## src/rtl/id_exe_reg_pkg.sv

```systemverilog
// Shared pipeline definitions: forward-select encodings, load encoding and the ID/EXE register layout.
package id_exe_reg_pkg;

    localparam int DW = 32;
    localparam int RW = 5;

    typedef enum logic [1:0] {
        FWD_RF      = 2'b00,
        FWD_EXE     = 2'b01,
        FWD_MEM_ALU = 2'b10,
        FWD_MEM_LD  = 2'b11
    } fwd_sel_e;

    localparam logic [2:0] MEMREAD_NONE = 3'b000;

    typedef struct packed {
        logic          valid;
        logic          reg_write;
        logic          mem_write;
        logic [2:0]    mem_read;
        logic [3:0]    alu_op;
        logic [RW-1:0] rs;
        logic [RW-1:0] rt;
        logic [RW-1:0] rd;
        logic [DW-1:0] rs_val;
        logic [DW-1:0] rt_val;
        logic [DW-1:0] imm;
        logic [DW-1:0] pc;
    } exe_regs_t;

    function automatic logic is_load(input logic [2:0] mem_read);
        return mem_read != MEMREAD_NONE;
    endfunction

endpackage

```

## src/rtl/id_exe_reg_if.sv

```systemverilog
// ID/EXE boundary bundle: ID-side fields and forward sources in, EXE-side registered fields out.
interface id_exe_reg_if;
    import id_exe_reg_pkg::*;

    logic          flush;
    logic          hold;
    logic [1:0]    hd_rs;
    logic [1:0]    hd_rt;
    logic [DW-1:0] rs_data_id;
    logic [DW-1:0] rt_data_id;
    logic [DW-1:0] imm_id;
    logic [DW-1:0] pc_id;
    logic [DW-1:0] alu_result_exe;
    logic [DW-1:0] alu_result_mem;
    logic [DW-1:0] mem_rdata_mem;
    logic [RW-1:0] rs_id;
    logic [RW-1:0] rt_id;
    logic [RW-1:0] rd_id;
    logic          valid_id;
    logic          RegWrite_id;
    logic          MemWrite_id;
    logic [2:0]    MemRead_id;
    logic [3:0]    ALUop_id;

    logic [DW-1:0] rs_val_exe;
    logic [DW-1:0] rt_val_exe;
    logic [DW-1:0] imm_exe;
    logic [DW-1:0] pc_exe;
    logic [RW-1:0] rs_exe;
    logic [RW-1:0] rt_exe;
    logic [RW-1:0] rd_exe;
    logic          valid_exe;
    logic          RegWrite_exe;
    logic          MemWrite_exe;
    logic [2:0]    MemRead_exe;
    logic [3:0]    ALUop_exe;
    logic          load_use_stall;
    logic [15:0]   bubble_cnt;

    modport master (
        output flush, hold, hd_rs, hd_rt, rs_data_id, rt_data_id, imm_id, pc_id,
               alu_result_exe, alu_result_mem, mem_rdata_mem, rs_id, rt_id, rd_id,
               valid_id, RegWrite_id, MemWrite_id, MemRead_id, ALUop_id,
        input  rs_val_exe, rt_val_exe, imm_exe, pc_exe, rs_exe, rt_exe, rd_exe,
               valid_exe, RegWrite_exe, MemWrite_exe, MemRead_exe, ALUop_exe,
               load_use_stall, bubble_cnt
    );

    modport slave (
        input  flush, hold, hd_rs, hd_rt, rs_data_id, rt_data_id, imm_id, pc_id,
               alu_result_exe, alu_result_mem, mem_rdata_mem, rs_id, rt_id, rd_id,
               valid_id, RegWrite_id, MemWrite_id, MemRead_id, ALUop_id,
        output rs_val_exe, rt_val_exe, imm_exe, pc_exe, rs_exe, rt_exe, rd_exe,
               valid_exe, RegWrite_exe, MemWrite_exe, MemRead_exe, ALUop_exe,
               load_use_stall, bubble_cnt
    );

endinterface

```

## src/rtl/fwd_mux.sv

```systemverilog
// Operand forwarding 4:1 mux: regfile, EXE ALU, MEM ALU or MEM load data.
// Purely combinational; sources are the same-cycle values.
module fwd_mux
    import id_exe_reg_pkg::*;
#(
    parameter int DW = 32
) (
    input  logic [1:0]    i_sel,
    input  logic [DW-1:0] i_rf,
    input  logic [DW-1:0] i_exe,
    input  logic [DW-1:0] i_mem_alu,
    input  logic [DW-1:0] i_mem_ld,
    output logic [DW-1:0] o_dat
);

    always_comb begin
        o_dat = i_rf;
        case (fwd_sel_e'(i_sel))
            FWD_RF:      o_dat = i_rf;
            FWD_EXE:     o_dat = i_exe;
            FWD_MEM_ALU: o_dat = i_mem_alu;
            FWD_MEM_LD:  o_dat = i_mem_ld;
        endcase
    end

endmodule

```

## src/rtl/id_exe_reg.sv

```systemverilog
// ID/EXE pipeline register with operand forwarding, load-use bubble insertion and a bubble counter.
// One-cycle latency; hold freezes everything, flush and load-use stalls load a bubble.
module id_exe_reg
    import id_exe_reg_pkg::*;
(
    input logic         clk,
    input logic         rst,
    id_exe_reg_if.slave bus
);

    logic [DW-1:0] w_rs_fwd;
    logic [DW-1:0] w_rt_fwd;
    logic          w_rd_hit;
    logic          w_stall;
    exe_regs_t     w_capture;
    exe_regs_t     r_exe;
    logic [15:0]   r_bubble_cnt;

    fwd_mux #(.DW(DW)) u_rs_mux (
        .i_sel     (bus.hd_rs),
        .i_rf      (bus.rs_data_id),
        .i_exe     (bus.alu_result_exe),
        .i_mem_alu (bus.alu_result_mem),
        .i_mem_ld  (bus.mem_rdata_mem),
        .o_dat     (w_rs_fwd)
    );

    fwd_mux #(.DW(DW)) u_rt_mux (
        .i_sel     (bus.hd_rt),
        .i_rf      (bus.rt_data_id),
        .i_exe     (bus.alu_result_exe),
        .i_mem_alu (bus.alu_result_mem),
        .i_mem_ld  (bus.mem_rdata_mem),
        .o_dat     (w_rt_fwd)
    );

    // r0 is hard-wired zero, so a load targeting it never creates a hazard.
    assign w_rd_hit = (r_exe.rd == bus.rs_id) || (r_exe.rd == bus.rt_id);
    assign w_stall  = bus.valid_id & r_exe.valid & r_exe.reg_write & is_load(r_exe.mem_read)
                    & (r_exe.rd != '0) & w_rd_hit;

    always_comb begin
        w_capture = '0;
        if (bus.valid_id) begin
            w_capture.valid     = 1'b1;
            w_capture.reg_write = bus.RegWrite_id;
            w_capture.mem_write = bus.MemWrite_id;
            w_capture.mem_read  = bus.MemRead_id;
            w_capture.alu_op    = bus.ALUop_id;
            w_capture.rs        = bus.rs_id;
            w_capture.rt        = bus.rt_id;
            w_capture.rd        = bus.rd_id;
            w_capture.rs_val    = w_rs_fwd;
            w_capture.rt_val    = w_rt_fwd;
            w_capture.imm       = bus.imm_id;
            w_capture.pc        = bus.pc_id;
        end
    end

    always_ff @(posedge clk) begin
        if (rst) begin
            r_exe        <= '0;
            r_bubble_cnt <= '0;
        end else if (bus.flush) begin
            r_exe <= '0;
        end else if (bus.hold) begin
            r_exe <= r_exe;
        end else if (w_stall) begin
            r_exe <= '0;
            if (r_bubble_cnt != 16'hFFFF) begin
                r_bubble_cnt <= r_bubble_cnt + 16'd1;
            end
        end else begin
            r_exe <= w_capture;
        end
    end

    assign bus.valid_exe      = r_exe.valid;
    assign bus.RegWrite_exe   = r_exe.reg_write;
    assign bus.MemWrite_exe   = r_exe.mem_write;
    assign bus.MemRead_exe    = r_exe.mem_read;
    assign bus.ALUop_exe      = r_exe.alu_op;
    assign bus.rs_exe         = r_exe.rs;
    assign bus.rt_exe         = r_exe.rt;
    assign bus.rd_exe         = r_exe.rd;
    assign bus.rs_val_exe     = r_exe.rs_val;
    assign bus.rt_val_exe     = r_exe.rt_val;
    assign bus.imm_exe        = r_exe.imm;
    assign bus.pc_exe         = r_exe.pc;
    assign bus.load_use_stall = w_stall;
    assign bus.bubble_cnt     = r_bubble_cnt;

endmodule

```

## src/flat_wrapper.sv

```systemverilog
// flat-port wrapper written by rule: the top's interface ports become plain ports
module id_exe_reg_flat import id_exe_reg_pkg::*;
  (clk, rst, bus_flush, bus_hold, bus_hd_rs, bus_hd_rt, bus_rs_data_id, bus_rt_data_id, bus_imm_id, bus_pc_id, bus_alu_result_exe, bus_alu_result_mem, bus_mem_rdata_mem, bus_rs_id, bus_rt_id, bus_rd_id, bus_valid_id, bus_RegWrite_id, bus_MemWrite_id, bus_MemRead_id, bus_ALUop_id, bus_rs_val_exe, bus_rt_val_exe, bus_imm_exe, bus_pc_exe, bus_rs_exe, bus_rt_exe, bus_rd_exe, bus_valid_exe, bus_RegWrite_exe, bus_MemWrite_exe, bus_MemRead_exe, bus_ALUop_exe, bus_load_use_stall, bus_bubble_cnt);
  id_exe_reg_if bus_i ();
  input logic clk;
  input logic rst;
  input wire logic [$bits(bus_i.flush)-1:0] bus_flush;
  input wire logic [$bits(bus_i.hold)-1:0] bus_hold;
  input wire logic [$bits(bus_i.hd_rs)-1:0] bus_hd_rs;
  input wire logic [$bits(bus_i.hd_rt)-1:0] bus_hd_rt;
  input wire logic [$bits(bus_i.rs_data_id)-1:0] bus_rs_data_id;
  input wire logic [$bits(bus_i.rt_data_id)-1:0] bus_rt_data_id;
  input wire logic [$bits(bus_i.imm_id)-1:0] bus_imm_id;
  input wire logic [$bits(bus_i.pc_id)-1:0] bus_pc_id;
  input wire logic [$bits(bus_i.alu_result_exe)-1:0] bus_alu_result_exe;
  input wire logic [$bits(bus_i.alu_result_mem)-1:0] bus_alu_result_mem;
  input wire logic [$bits(bus_i.mem_rdata_mem)-1:0] bus_mem_rdata_mem;
  input wire logic [$bits(bus_i.rs_id)-1:0] bus_rs_id;
  input wire logic [$bits(bus_i.rt_id)-1:0] bus_rt_id;
  input wire logic [$bits(bus_i.rd_id)-1:0] bus_rd_id;
  input wire logic [$bits(bus_i.valid_id)-1:0] bus_valid_id;
  input wire logic [$bits(bus_i.RegWrite_id)-1:0] bus_RegWrite_id;
  input wire logic [$bits(bus_i.MemWrite_id)-1:0] bus_MemWrite_id;
  input wire logic [$bits(bus_i.MemRead_id)-1:0] bus_MemRead_id;
  input wire logic [$bits(bus_i.ALUop_id)-1:0] bus_ALUop_id;
  output wire logic [$bits(bus_i.rs_val_exe)-1:0] bus_rs_val_exe;
  output wire logic [$bits(bus_i.rt_val_exe)-1:0] bus_rt_val_exe;
  output wire logic [$bits(bus_i.imm_exe)-1:0] bus_imm_exe;
  output wire logic [$bits(bus_i.pc_exe)-1:0] bus_pc_exe;
  output wire logic [$bits(bus_i.rs_exe)-1:0] bus_rs_exe;
  output wire logic [$bits(bus_i.rt_exe)-1:0] bus_rt_exe;
  output wire logic [$bits(bus_i.rd_exe)-1:0] bus_rd_exe;
  output wire logic [$bits(bus_i.valid_exe)-1:0] bus_valid_exe;
  output wire logic [$bits(bus_i.RegWrite_exe)-1:0] bus_RegWrite_exe;
  output wire logic [$bits(bus_i.MemWrite_exe)-1:0] bus_MemWrite_exe;
  output wire logic [$bits(bus_i.MemRead_exe)-1:0] bus_MemRead_exe;
  output wire logic [$bits(bus_i.ALUop_exe)-1:0] bus_ALUop_exe;
  output wire logic [$bits(bus_i.load_use_stall)-1:0] bus_load_use_stall;
  output wire logic [$bits(bus_i.bubble_cnt)-1:0] bus_bubble_cnt;
  assign bus_i.flush = bus_flush;
  assign bus_i.hold = bus_hold;
  assign bus_i.hd_rs = bus_hd_rs;
  assign bus_i.hd_rt = bus_hd_rt;
  assign bus_i.rs_data_id = bus_rs_data_id;
  assign bus_i.rt_data_id = bus_rt_data_id;
  assign bus_i.imm_id = bus_imm_id;
  assign bus_i.pc_id = bus_pc_id;
  assign bus_i.alu_result_exe = bus_alu_result_exe;
  assign bus_i.alu_result_mem = bus_alu_result_mem;
  assign bus_i.mem_rdata_mem = bus_mem_rdata_mem;
  assign bus_i.rs_id = bus_rs_id;
  assign bus_i.rt_id = bus_rt_id;
  assign bus_i.rd_id = bus_rd_id;
  assign bus_i.valid_id = bus_valid_id;
  assign bus_i.RegWrite_id = bus_RegWrite_id;
  assign bus_i.MemWrite_id = bus_MemWrite_id;
  assign bus_i.MemRead_id = bus_MemRead_id;
  assign bus_i.ALUop_id = bus_ALUop_id;
  assign bus_rs_val_exe = bus_i.rs_val_exe;
  assign bus_rt_val_exe = bus_i.rt_val_exe;
  assign bus_imm_exe = bus_i.imm_exe;
  assign bus_pc_exe = bus_i.pc_exe;
  assign bus_rs_exe = bus_i.rs_exe;
  assign bus_rt_exe = bus_i.rt_exe;
  assign bus_rd_exe = bus_i.rd_exe;
  assign bus_valid_exe = bus_i.valid_exe;
  assign bus_RegWrite_exe = bus_i.RegWrite_exe;
  assign bus_MemWrite_exe = bus_i.MemWrite_exe;
  assign bus_MemRead_exe = bus_i.MemRead_exe;
  assign bus_ALUop_exe = bus_i.ALUop_exe;
  assign bus_load_use_stall = bus_i.load_use_stall;
  assign bus_bubble_cnt = bus_i.bubble_cnt;
  id_exe_reg u_core (.clk(clk), .rst(rst), .bus(bus_i));
endmodule
```

## config.mk

```make
export PLATFORM = sky130hd
export DESIGN_NAME = id_exe_reg_flat
export DESIGN_NICKNAME = d
export VERILOG_FILES = /design/src/rtl/id_exe_reg_pkg.sv /design/src/rtl/id_exe_reg_if.sv /design/src/rtl/fwd_mux.sv /design/src/rtl/id_exe_reg.sv /design/src/flat_wrapper.sv
export SDC_FILE = /design/constraint.sdc
export NUM_CORES = 1
export LEC_CHECK = 0
export CAP_MARGIN = 15
export CORE_AREA = 2 2 166 168
export DETAILED_ROUTE_END_ITERATION = 8
export DIE_AREA = 0 0 168 170
export PLACE_DENSITY = 0.61
export SYNTH_ARGS = -nofsm -noshare
export SYNTH_HDL_FRONTEND = slang
export SYNTH_SLANG_ARGS = --single-unit
```

## constraint.sdc

```tcl
create_clock -name clk -period 3.33 [get_ports clk]
set_input_delay 0.4995 -clock clk [delete_from_list [all_inputs] [get_ports clk]]
set_output_delay 0.4995 -clock clk [all_outputs]
set_load 0.02 [all_outputs]
```

* After elaboration in Yosys (flattened, before gate mapping)
Index checks and enable logic that the tools add are counted.
** Cells by class
- Add/sub/neg operators :: 1
- Reduce and logical (&&, ||, !) cells :: 7
- Bitwise operators :: 7
- Muxes and demuxes :: 4
- Equality and inequality tests :: 9
** Operators with widths (count)
- 153-bit 2-to-1 mux :: 2
- 32-bit case mux with 4 select lines :: 2
- 16-bit by 1-bit adder with 16-bit output (second input constant) :: 1
- 16-bit != test (second input constant) :: 1
- 5-bit equality test :: 2
- 2-bit equality test (second input constant) :: 4
- 1-bit bitwise AND :: 5
- 5-bit nonzero test :: 1
- 2-bit by 1-bit equality test with 1-bit output (second input constant) :: 2
- 2-bit zero test :: 2
- 4-bit AND reduction :: 1
- 3-bit nonzero test :: 1
- 1-bit inverter :: 2
- 2-bit OR reduction :: 1
- 1-bit logical OR :: 1
** Storage, ports and cells
- Logic and storage cells :: 41
- Output and inout port bits :: 170
- Bits in registers :: 169
- Bits of input ports :: 257

* Logic depth before layout (Yosys ltp)
Gate-level depths: netlist of run 1.
- Depth in word-level cells :: 6
- Mapped depth :: 8

* Cells and area by module
Synthesis of run 1 repeated with hierarchy kept, for this count alone.
** Second synthesis, totals
- Cell total of the unflattened synthesis :: 537
- Area total of the unflattened synthesis :: 7211.9 µm²
** Modules (own cells, without submodules)
- id_exe_reg :: sequential area each 3383.2 µm², cells an instance 459, instances 1, area each 5582.9 µm²
- fwd_mux :: sequential area each 0.0 µm², cells an instance 39, instances 2, area each 814.5 µm²

* Worst setup path after synthesis of run 1
Ideal clock, no wire load.
- Path type :: in2reg
- Start :: in bus_hd_rt[0]
- End :: reg u_core.r_exe (netlist bit u_core.bus.rt_val_exe[10])
- Buffers on the path :: 2
- Data arrival time :: 1909 ps
- Slack :: 1304 ps
- Cell stages on the path :: 4
- Cell sequence :: buf_2 > clkbuf_1 > mux4_2 > a22o_1
** Between the ends
- Longest elaborated chain between the ends :: 4
- Elaborated cells between the ends (all ways) :: 7
- Those cells by class :: 3 x eq/ne; 3 x mux; 1 x reduce/logical
** RTL lines
- start: declaration :: RTL line flat_wrapper.sv:10 : input wire logic [$bits(bus_i.hd_rt)-1:0] bus_hd_rt;
- 2-bit equality test (tied with other cells) :: RTL line fwd_mux.sv:18 : case (fwd_sel_e'(i_sel))
- 32-bit case mux with 4 select lines (*) :: RTL line fwd_mux.sv:18
- 153-bit 2-to-1 mux (*) :: RTL line id_exe_reg.sv:44 : if (bus.valid_id) begin
- 153-bit 2-to-1 mux (*) :: RTL line id_exe_reg.sv:68 : end else if (w_stall) begin
- end signal: assignment :: RTL line id_exe_reg.sv:67 : r_exe <= r_exe;
- end signal: assignment :: RTL line id_exe_reg.sv:74 : r_exe <= w_capture;
- end: declaration :: RTL line id_exe_reg.sv:16 : exe_regs_t r_exe;
Every way passes the cells marked *; elsewhere a longest branch is shown, timed or not.
A chain may end at the register's enable or synchronous reset.

* Worst setup path after layout of run 1
- Start :: in bus_rs_id[4]
- End :: out bus_load_use_stall
** Between the ends
- Longest elaborated chain between the ends :: 3
** RTL lines
- start: declaration :: RTL line flat_wrapper.sv:18 : input wire logic [$bits(bus_i.rs_id)-1:0] bus_rs_id;
- 5-bit equality test :: RTL line id_exe_reg.sv:38 : assign w_rd_hit = (r_exe.rd == bus.rs_id) || (r_exe.rd == bus.rt_id);
- 1-bit logical OR :: RTL line id_exe_reg.sv:38
- 1-bit bitwise AND :: RTL line id_exe_reg.sv:40 : & (r_exe.rd != '0) & w_rd_hit;
- end: declaration :: RTL line flat_wrapper.sv:38 : output wire logic [$bits(bus_i.load_use_stall)-1:0] bus_load_use_stall;
Every way passes these cells.

==> impl_metrics.sql, run 1 <==
INSERT INTO impl_metrics (metric_group, metric, value, unit) VALUES
('outcome', 'status', 'completed', ''),
('cts', 'ctsRootBufferMaster', 'clkbuf_16', ''),
('setup_path', 'cp_common_cell', 'clkdlybuf4s50_1', ''),
('floorplanning', 'io_pins', '427', ''),
('power_and_ir_drop', 'power.density_cell_area', '396', 'nW/um2'),
('power_and_ir_drop', 'leakagePower', '4.50', 'nW'),
('route', 'ant_nets', '0', ''),
('synth', 'yosysUniqueCellTypes', '34', ''),
('cts', 'clock_path_buffers', '2', ''),
('grt', 'total_global_route_track_usage', '18.1', '%'),
('power_and_ir_drop', 'clock_network_power_share', '41.7', '%'),
('worst_hold_path', 'min-delay-path-class', 'reg2reg', ''),
('worst_hold_path', 'hold_path_end', 'u_core.bus.rt_exe[4]$_SDFFE_PP0N_', ''),
('setup_path', 'timing.rr.end', 'u_core.bus.pc_exe[7]$_SDFFE_PP0N_', ''),
('floorplanning', 'placement_rows', '60', ''),
('setup_path', 'critical_path.reg2reg.startpoint', 'u_core.bus.rd_exe[4]$_SDFFE_PP0N_', ''),
('timing', 'finalHoldViolCount', '0', ''),
('route', 'drt_pass1_iterations', '5', ''),
('power_and_ir_drop', 'power_report.internal_total', '3.64', 'mW'),
('cts', 'insertion_delay', '0.42', 'ns'),
('timing', 'slew_viol_final', '0', ''),
('power_and_ir_drop', 'combinationalPowerShare', '15.7', '%'),
('synth', 'synth-async-reset-ratio', '0', '%'),
('cts', 'ctsHtreeMaxLevel', '4', ''),
('final_layout', 'layout.nets', '1211', ''),
('final_layout', 'final_layout_size_suffix_gt1_share', '13.5', '%'),
('grt', 'antenna_found_initial', '0', ''),
('route', 'route.detailed.vias_per_inst', '4.91', ''),
('place', 'placed_cells', '1275', ''),
('synth', 'synthCells', '552', ''),
('setup_path', 'crit_path_cell_trace', 'clkdlybuf4s50_1 -> xor2_1 -> nor3_2 -> a22oi_2 -> nor2_1 -> clkdlybuf4s50_1', ''),
('timing', 'timing.clock.skew', '0.0132', 'ns'),
('final_layout', 'finalNonFillerCells', '1307', ''),
('cts', 'cts_buf_count', '17', ''),
('synth', 'synth_compound_gate_area_share', '19.7', '%'),
('setup_path', 'cp-end-kind', 'output port', ''),
('final_layout', 'nFillCells', '2485', ''),
('setup_path', 'path_class', 'in2out', ''),
('final_layout', 'num_antenna_cells', '0', ''),
('worst_hold_path', 'whs_path_depth', '1', ''),
('synth', 'number_of_enable_type_register_cells_in_the_synthesized_netlist', '0', ''),
('grt', 'grt_remaining_overflow', '0', ''),
('cts', 'clock_sinks', '169', ''),
('setup_path', 'path_max_fanout', '2', ''),
('setup_path', 'cp.arrival', '2.31', 'ns'),
('route', 'post-route-drc-count', '0', ''),
('power_and_ir_drop', 'switchingPower', '1.26', 'mW'),
('setup_path', 'setup.worst_path.start_class', 'primary input', ''),
('cts', 'postCtsResizedCells', '0', ''),
('timing', 'setup_repair_after_global_routing_missed_its_margin', 'no', ''),
('floorplanning', 'start_util', '27.0', '%'),
('timing', 'fin_crit_sh', '84.4', '%'),
('cts', 'cts_hold_buffers', '0', ''),
('floorplanning', 'fp.dieH', '170', 'um'),
('synth', 'sequential_element_share_of_the_synthesized_area', '47.1', '%'),
('power_and_ir_drop', 'design_power_total', '4.90', 'mW'),
('synth', 'synth.ff_latch_count', '169', ''),
('place', 'gp_routability_congestion', '0.815', ''),
('worst_hold_path', 'hold_path_startpoint', 'u_core.bus.rt_exe[4]$_SDFFE_PP0N_', ''),
('cts', 'cts_tree', 'yes', ''),
('setup_path', 'timing.critical_path.slowest_cell_delay', '0.57', 'ns'),
('cts', 'post-cts-setup-buffers', '0', ''),
('timing', 'maximum_clock_rate', '356', 'MHz'),
('synth', 'yosys.area_share.xor_xnor', '1.22', '%'),
('synth', 'mappedNetlistArea', '7180', 'um2'),
('job', 'maxCapViolations', '0', ''),
('floorplanning', 'die_width', '168', 'um'),
('grt', 'grt_start_max_net_pins', '103', ''),
('setup_path', 'worst_path_max_delay_cell', 'clkdlybuf4s50_1', ''),
('timing', 'fin_setup_tns', '0', 'ns'),
('synth', 'syn-num-nets', '810', '');
==> power groups by stage <==
stage / combinational [mW] / clock, mW / sequential (mW)
2_1_floorplan: 0.264 / 0 / 2.18
3_3_place_gp: 0.770 / 0 / 2.13
3_5_place_dp: 0.775 / 0 / 2.13
4_1_cts: 0.777 / 2.10 / 2.08
5_1_grt: 0.815 / 2.18 / 2.09
6_report: 0.770 / 2.04 / 2.09
==> worst max-delay path by stage <==
stage / slack [ns] / to / start / cells after the start
finish: 0.52 / bus_load_use_stall / bus_rs_id[4] / 6
CTS: 0.48 / bus_load_use_stall / u_core.bus.rd_exe[4]$_SDFFE_PP0N_ / 5
global placement: 0.47 / bus_load_use_stall / bus_rs_id[4] / 6
global route: 0.46 / bus_load_use_stall / u_core.bus.rd_exe[4]$_SDFFE_PP0N_ / 5
floorplan: 1.30 / u_core.bus.rt_val_exe[10]$_SDFFE_PP0N_ / bus_hd_rt[0] / 4
detailed placement: 0.49 / bus_load_use_stall / bus_rs_id[4] / 6
==> state kept, by name, summed over array words and instances (netlist names), 3 cells and up <==
name,count
u_core.bus.rs_val_exe,32
u_core.bus.rd_exe,5
u_core.bus.imm_exe,32
u_core.bus.ALUop_exe,4
u_core.bus.bubble_cnt,16
u_core.bus.MemRead_exe,3
u_core.bus.rt_val_exe,32
u_core.bus.pc_exe,32
u_core.bus.rs_exe,5
u_core.bus.rt_exe,5
==> worst register-to-register path, cell delays in order (launching register included) <==
cell,delay [ns]
dfxtp_1,0.51
xor2_1,0.41
nor3_2,0.08
a22oi_2,0.20
buf_4,0.27
o21a_4,0.20
buf_12,0.33
a22o_1,0.31
==> layout by cell type (no fill, tap or decap), drive strengths merged, types with 3 or more instances in the layout <==
cell type,synthesis,layout
nand3,7,7
or4,3,3
nor4b,3,3
mux2,12,12
xor2,10,10
nand2,5,5
buf,24,14
o31ai,4,4
nor3,4,4
a22o,152,152
nand4,3,3
mux4,64,64
clkinv,0,5
and3,4,4
inv,0,8
clkdlybuf4s50,0,424
a21oi,4,4
dfxtp,169,169
clkbuf,32,17
nor4,10,10
and4,4,4
nor2,17,17
nor2b,12,12
==> Yosys cell counts, types with 4 or more instances <==
| library cell | count | area, um2 |
|---|---|---|
| dfxtp_1 | 169 | 3380 |
| a21oi_1 | 4 | 20.0 |
| o31ai_1 | 4 | 30.0 |
| nand2_1 | 5 | 18.8 |
| clkbuf_1 | 32 | 120 |
| nor2_1 | 17 | 63.8 |
| mux4_2 | 64 | 1440 |
| buf_2 | 20 | 100 |
| nand3_1 | 7 | 35.0 |
| mux2_2 | 12 | 135 |
| nor2b_1 | 12 | 75.1 |
| xor2_1 | 10 | 87.6 |
| nor4_1 | 10 | 62.6 |
| a22o_1 | 152 | 1330 |
==> cell type report <==
cell class | instances | area, um2 | share of cell area (%)
Clock buffer | 17 | 425 | 3.44
Clock inverter | 15 | 175 | 1.42
Multi-Input combinational cell | 327 | 3550 | 28.8
Sequential cell | 169 | 3380 | 27.4
Tap cell | 341 | 427 | 3.45
Timing Repair Buffer | 438 | 4390 | 35.6
==> metal layers <==
layer	track usage [%]	vias to the layer above	wire, um	part of all wire (%)
met4	4.16	0	314	1.2
met5	0	-	0	0
met2	32.3	290	13500	51
met3	6.21	17	2240	8.4
met1	20.8	3085	10600	40
li1	-	3027	-	-
==> stage by stage <==
stage                     worst slack, ns  instance area (um2)  utilization (%)  hold slack [ns]
after detailed placement            0.488                11800             44.1            0.454
after CTS                           0.480                12400             46.4            0.478
after floorplan                      1.30                 7180                -            0.563
final                               0.519                12400             46.4            0.473
after global routing                0.463                12400             46.4            0.486
after global placement              0.471                11800             44.1            0.455
==> logic make-up after synthesis <==
| group | Yosys count |
|---|---|
| simple gates | 76 |
| xor+xnor | 10 |
| mux | 76 |
| buf+inv | 56 |
| fa+ha+maj | 1 |
| flops | 169 |
| compound gates | 164 |
(Power assumes the default switching activity.)
==> inputs of run 2 (changes only) <==
--- a/config.mk
+++ b/config.mk
@@ -6,10 +6,10 @@
 export NUM_CORES = 1
 export LEC_CHECK = 0
 export CAP_MARGIN = 15
-export CORE_AREA = 2 2 166 168
+export CORE_AREA = 2 2 167 169
 export DETAILED_ROUTE_END_ITERATION = 8
-export DIE_AREA = 0 0 168 170
-export PLACE_DENSITY = 0.61
+export DIE_AREA = 0 0 169 171
+export PLACE_DENSITY = 0.62
 export SYNTH_ARGS = -nofsm -noshare
 export SYNTH_HDL_FRONTEND = slang
 export SYNTH_SLANG_ARGS = --single-unit
==> constraint.sdc (replaced) <==
create_clock -name clk -period 2.4 [get_ports clk]
set_input_delay 0.36 -clock clk [delete_from_list [all_inputs] [get_ports clk]]
set_output_delay 0.36 -clock clk [all_outputs]
set_load 0.02 [all_outputs]
==> impl_metrics.sql, run 2 (synthesis results as in run 1) <==
INSERT INTO impl_metrics (metric_group, metric, value, unit) VALUES
('timing', 'final-setup-viol-count', '0', ''),
('cts', 'clock_sinks', '169', ''),
('setup_path', 'crit_path_cell_trace', 'xor2_1 -> nor3_1 -> a22oi_2 -> nor2_1 -> dlygate4sd2_1', ''),
('cts', 'cts.clk_slew.worst_paths', '0.08', 'ns'),
('timing', 'relSlewSlack', '67.2', '%'),
('place', 'numPortBuffers', '426', ''),
('floorplanning', 'start_util', '26.3', '%'),
('grt', 'grt_pass1_wl', '39.0', 'mm'),
('floorplanning', 'placement_rows', '61', ''),
('floorplanning', 'die_area', '28900', 'um2'),
('cts', 'cts_tree', 'yes', ''),
('final_layout', 'syn2layout_area_growth', '74.1', '%'),
('worst_hold_path', 'hold_path_startpoint', 'u_core.bus.ALUop_exe[2]$_SDFFE_PP0N_', ''),
('route', 'ant_nets', '0', ''),
('power_and_ir_drop', 'leakagePower', '4.59', 'nW'),
('setup_path', 'cp.arrival', '1.90', 'ns'),
('floorplanning', 'fp.dieH', '171', 'um'),
('timing', 'tightest_slew', '0.493', 'ns'),
('grt', 'number_of_global_route_vias_before_repair', '6787', ''),
('cts', 'insertion_delay', '0.43', 'ns'),
('power_and_ir_drop', 'design_power_total', '6.73', 'mW'),
('place', 'dp_hpwl', '19.8', 'mm'),
('final_layout', 'final_layout_size_suffix_gt1_share', '15.1', '%'),
('final_layout', 'most-common-layout-cells', '421 x clkdlybuf4s50_1, 168 x dfxtp_1, 152 x a22o_1', ''),
('timing', 'final.hold.worst_slack', '0.474', 'ns'),
('timing', 'setup_repair_after_global_routing_missed_its_margin', 'no', ''),
('final_layout', 'storage_element_area', '3380', 'um2'),
('grt', 'grt_remaining_overflow', '0', ''),
('job', 'maxCapViolations', '0', ''),
('cts', 'ctsRootBufferMaster', 'clkbuf_16', ''),
('setup_path', 'timing.critical_path.slowest_cell_delay', '0.38', 'ns'),
('setup_path', 'cp-startpoint', 'u_core.bus.rd_exe[2]$_SDFFE_PP0N_', ''),
('final_layout', 'nFillCells', '2540', ''),
('outcome', 'status', 'completed', ''),
('power_and_ir_drop', 'power.density_cell_area', '538', 'nW/um2'),
('route', 'drt_pass1_iterations', '4', ''),
('timing', 'slew_viol_final', '0', ''),
('floorplanning', 'io_pins', '427', ''),
('cts', 'ctsHtreeMaxLevel', '4', ''),
('floorplanning', 'die_width', '169', 'um'),
('setup_path', 'setup.worst_path.start_class', 'register', ''),
('grt', 'antenna_found_initial', '3', ''),
('final_layout', 'finalNonFillerCells', '1330', ''),
('route', 'drt_iter0_drc', '309', ''),
('route', 'post_drt_wl_per_cell', '19.9', 'um'),
('final_layout', 'multi_input_area', '3550', 'um2'),
('floorplanning', 'core-area', '27300', 'um2'),
('timing', 'maximum_clock_rate', '443', 'MHz'),
('setup_path', 'critical_path.reg2reg.startpoint', 'u_core.bus.rd_exe[2]$_SDFFE_PP0N_', ''),
('setup_path', 'path_max_fanout', '5', ''),
('place', 'placed_cells', '1295', ''),
('route', 'post-route-drc-count', '0', ''),
('timing', 'fin_crit_sh', '94.0', '%'),
('timing', 'postLayoutSetupSlackWorst', '0.143', 'ns'),
('final_layout', 'layout_commonest_cell', 'clkdlybuf4s50_1', ''),
('final_layout', 'layout.nets', '1226', ''),
('worst_hold_path', 'min-delay-path-class', 'reg2reg', ''),
('grt', 'grt_start_max_net_pins', '89', ''),
('timing', 'fin_setup_tns', '0', 'ns'),
('timing', 'finalHoldViolCount', '0', ''),
('cts', 'cts_hold_buffers', '0', ''),
('route', 'total_vias_in_the_final_route', '6499', ''),
('timing', 'timing.final.crit_period', '2.26', 'ns'),
('setup_path', 'timing.critical_path.required', '2.04', 'ns'),
('route', 'totalWireLength', '26.4', 'mm'),
('route', 'route.detailed.vias_per_inst', '4.89', ''),
('setup_path', 'category_of_cells_accounting_for_the_largest_share_of_critical_path_delay', 'simple AND/OR/NAND/NOR gates', ''),
('setup_path', 'critPathBufInv', '1', ''),
('cts', 'cts_buf_count', '17', ''),
('setup_path', 'path_class', 'reg2out', ''),
('cts', 'clock_path_buffers', '2', ''),
('power_and_ir_drop', 'ir_worst_vdd', '0.400', 'mV'),
('cts', 'post-cts-setup-buffers', '0', ''),
('grt', 'total_global_route_track_usage', '17.6', '%'),
('setup_path', 'cp-end-kind', 'output port', ''),
('setup_path', 'worst_path_max_delay_cell', 'dfxtp_1', ''),
('place', 'gp_routability_congestion', '0.788', ''),
('timing', 'timing.clock.skew', '0.0161', 'ns'),
('place', 'place_worst_setup_slack', '-0.119', 'ns');
run 2: stage by stage:
stage | util [%] | instance area [um2]
2_1_floorplan | - | 7180
3_3_place_gp | 43.6 | 11900
3_5_place_dp | 43.6 | 11900
4_1_cts | 45.8 | 12500
5_1_grt | 45.8 | 12500
6_report | 45.8 | 12500
run 2: final timing paths:
path,endpoint,depth (start not counted),slack (ns)
setup / recovery,bus_load_use_stall,5,0.14
hold / removal,u_core.bus.ALUop_exe[2]$_SDFFE_PP0N_,1,0.47
setup reg to reg,u_core.bus.imm_exe[4]$_SDFFE_PP0N_,7,0.32
hold reg to reg,u_core.bus.ALUop_exe[2]$_SDFFE_PP0N_,1,0.47
run 2: final cells by class:
cell class | count | share of cell area [%]
Timing Repair Buffer | 453 | 36.3
Multi-Input combinational cell | 327 | 28.4
Sequential cell | 169 | 27.1
Tap cell | 346 | 3.46
Clock buffer | 17 | 3.40
Clock inverter | 15 | 1.26
Antenna cell | 3 | 0.0600
run 2: worst register-to-register path, stage by stage (launching register included):
cell	delay [ns]
dfxtp_1	0.38
xor2_1	0.18
nor3_1	0.26
a22oi_2	0.11
buf_4	0.22
o21a_4	0.30
buf_12	0.20
a22o_1	0.31
run 2: report_power, final:
part           total [mW]  internal (mW)  switching (mW)
clock                2.76           1.39            1.36
combinational        1.08          0.706           0.377
sequential           2.89           2.86          0.0345
run 2: what timing repair did:
item / in CTS / in global routing
gates resized for setup: 2 / 0
hold endpoints to repair: 0 / 0
endpoints found under the setup margin: 1 / 0
run 2: routing by layer:
| metal | wire, um | part of all wire (%) | GRT usage (%) |
|---|---|---|---|
| met1 | 10400 | 39 | 19.7 |
| met2 | 13500 | 51 | 31.8 |
| met3 | 2310 | 8.7 | 6.29 |
| met4 | 291 | 1.1 | 4.76 |
| met5 | 0 | 0 | 0 |
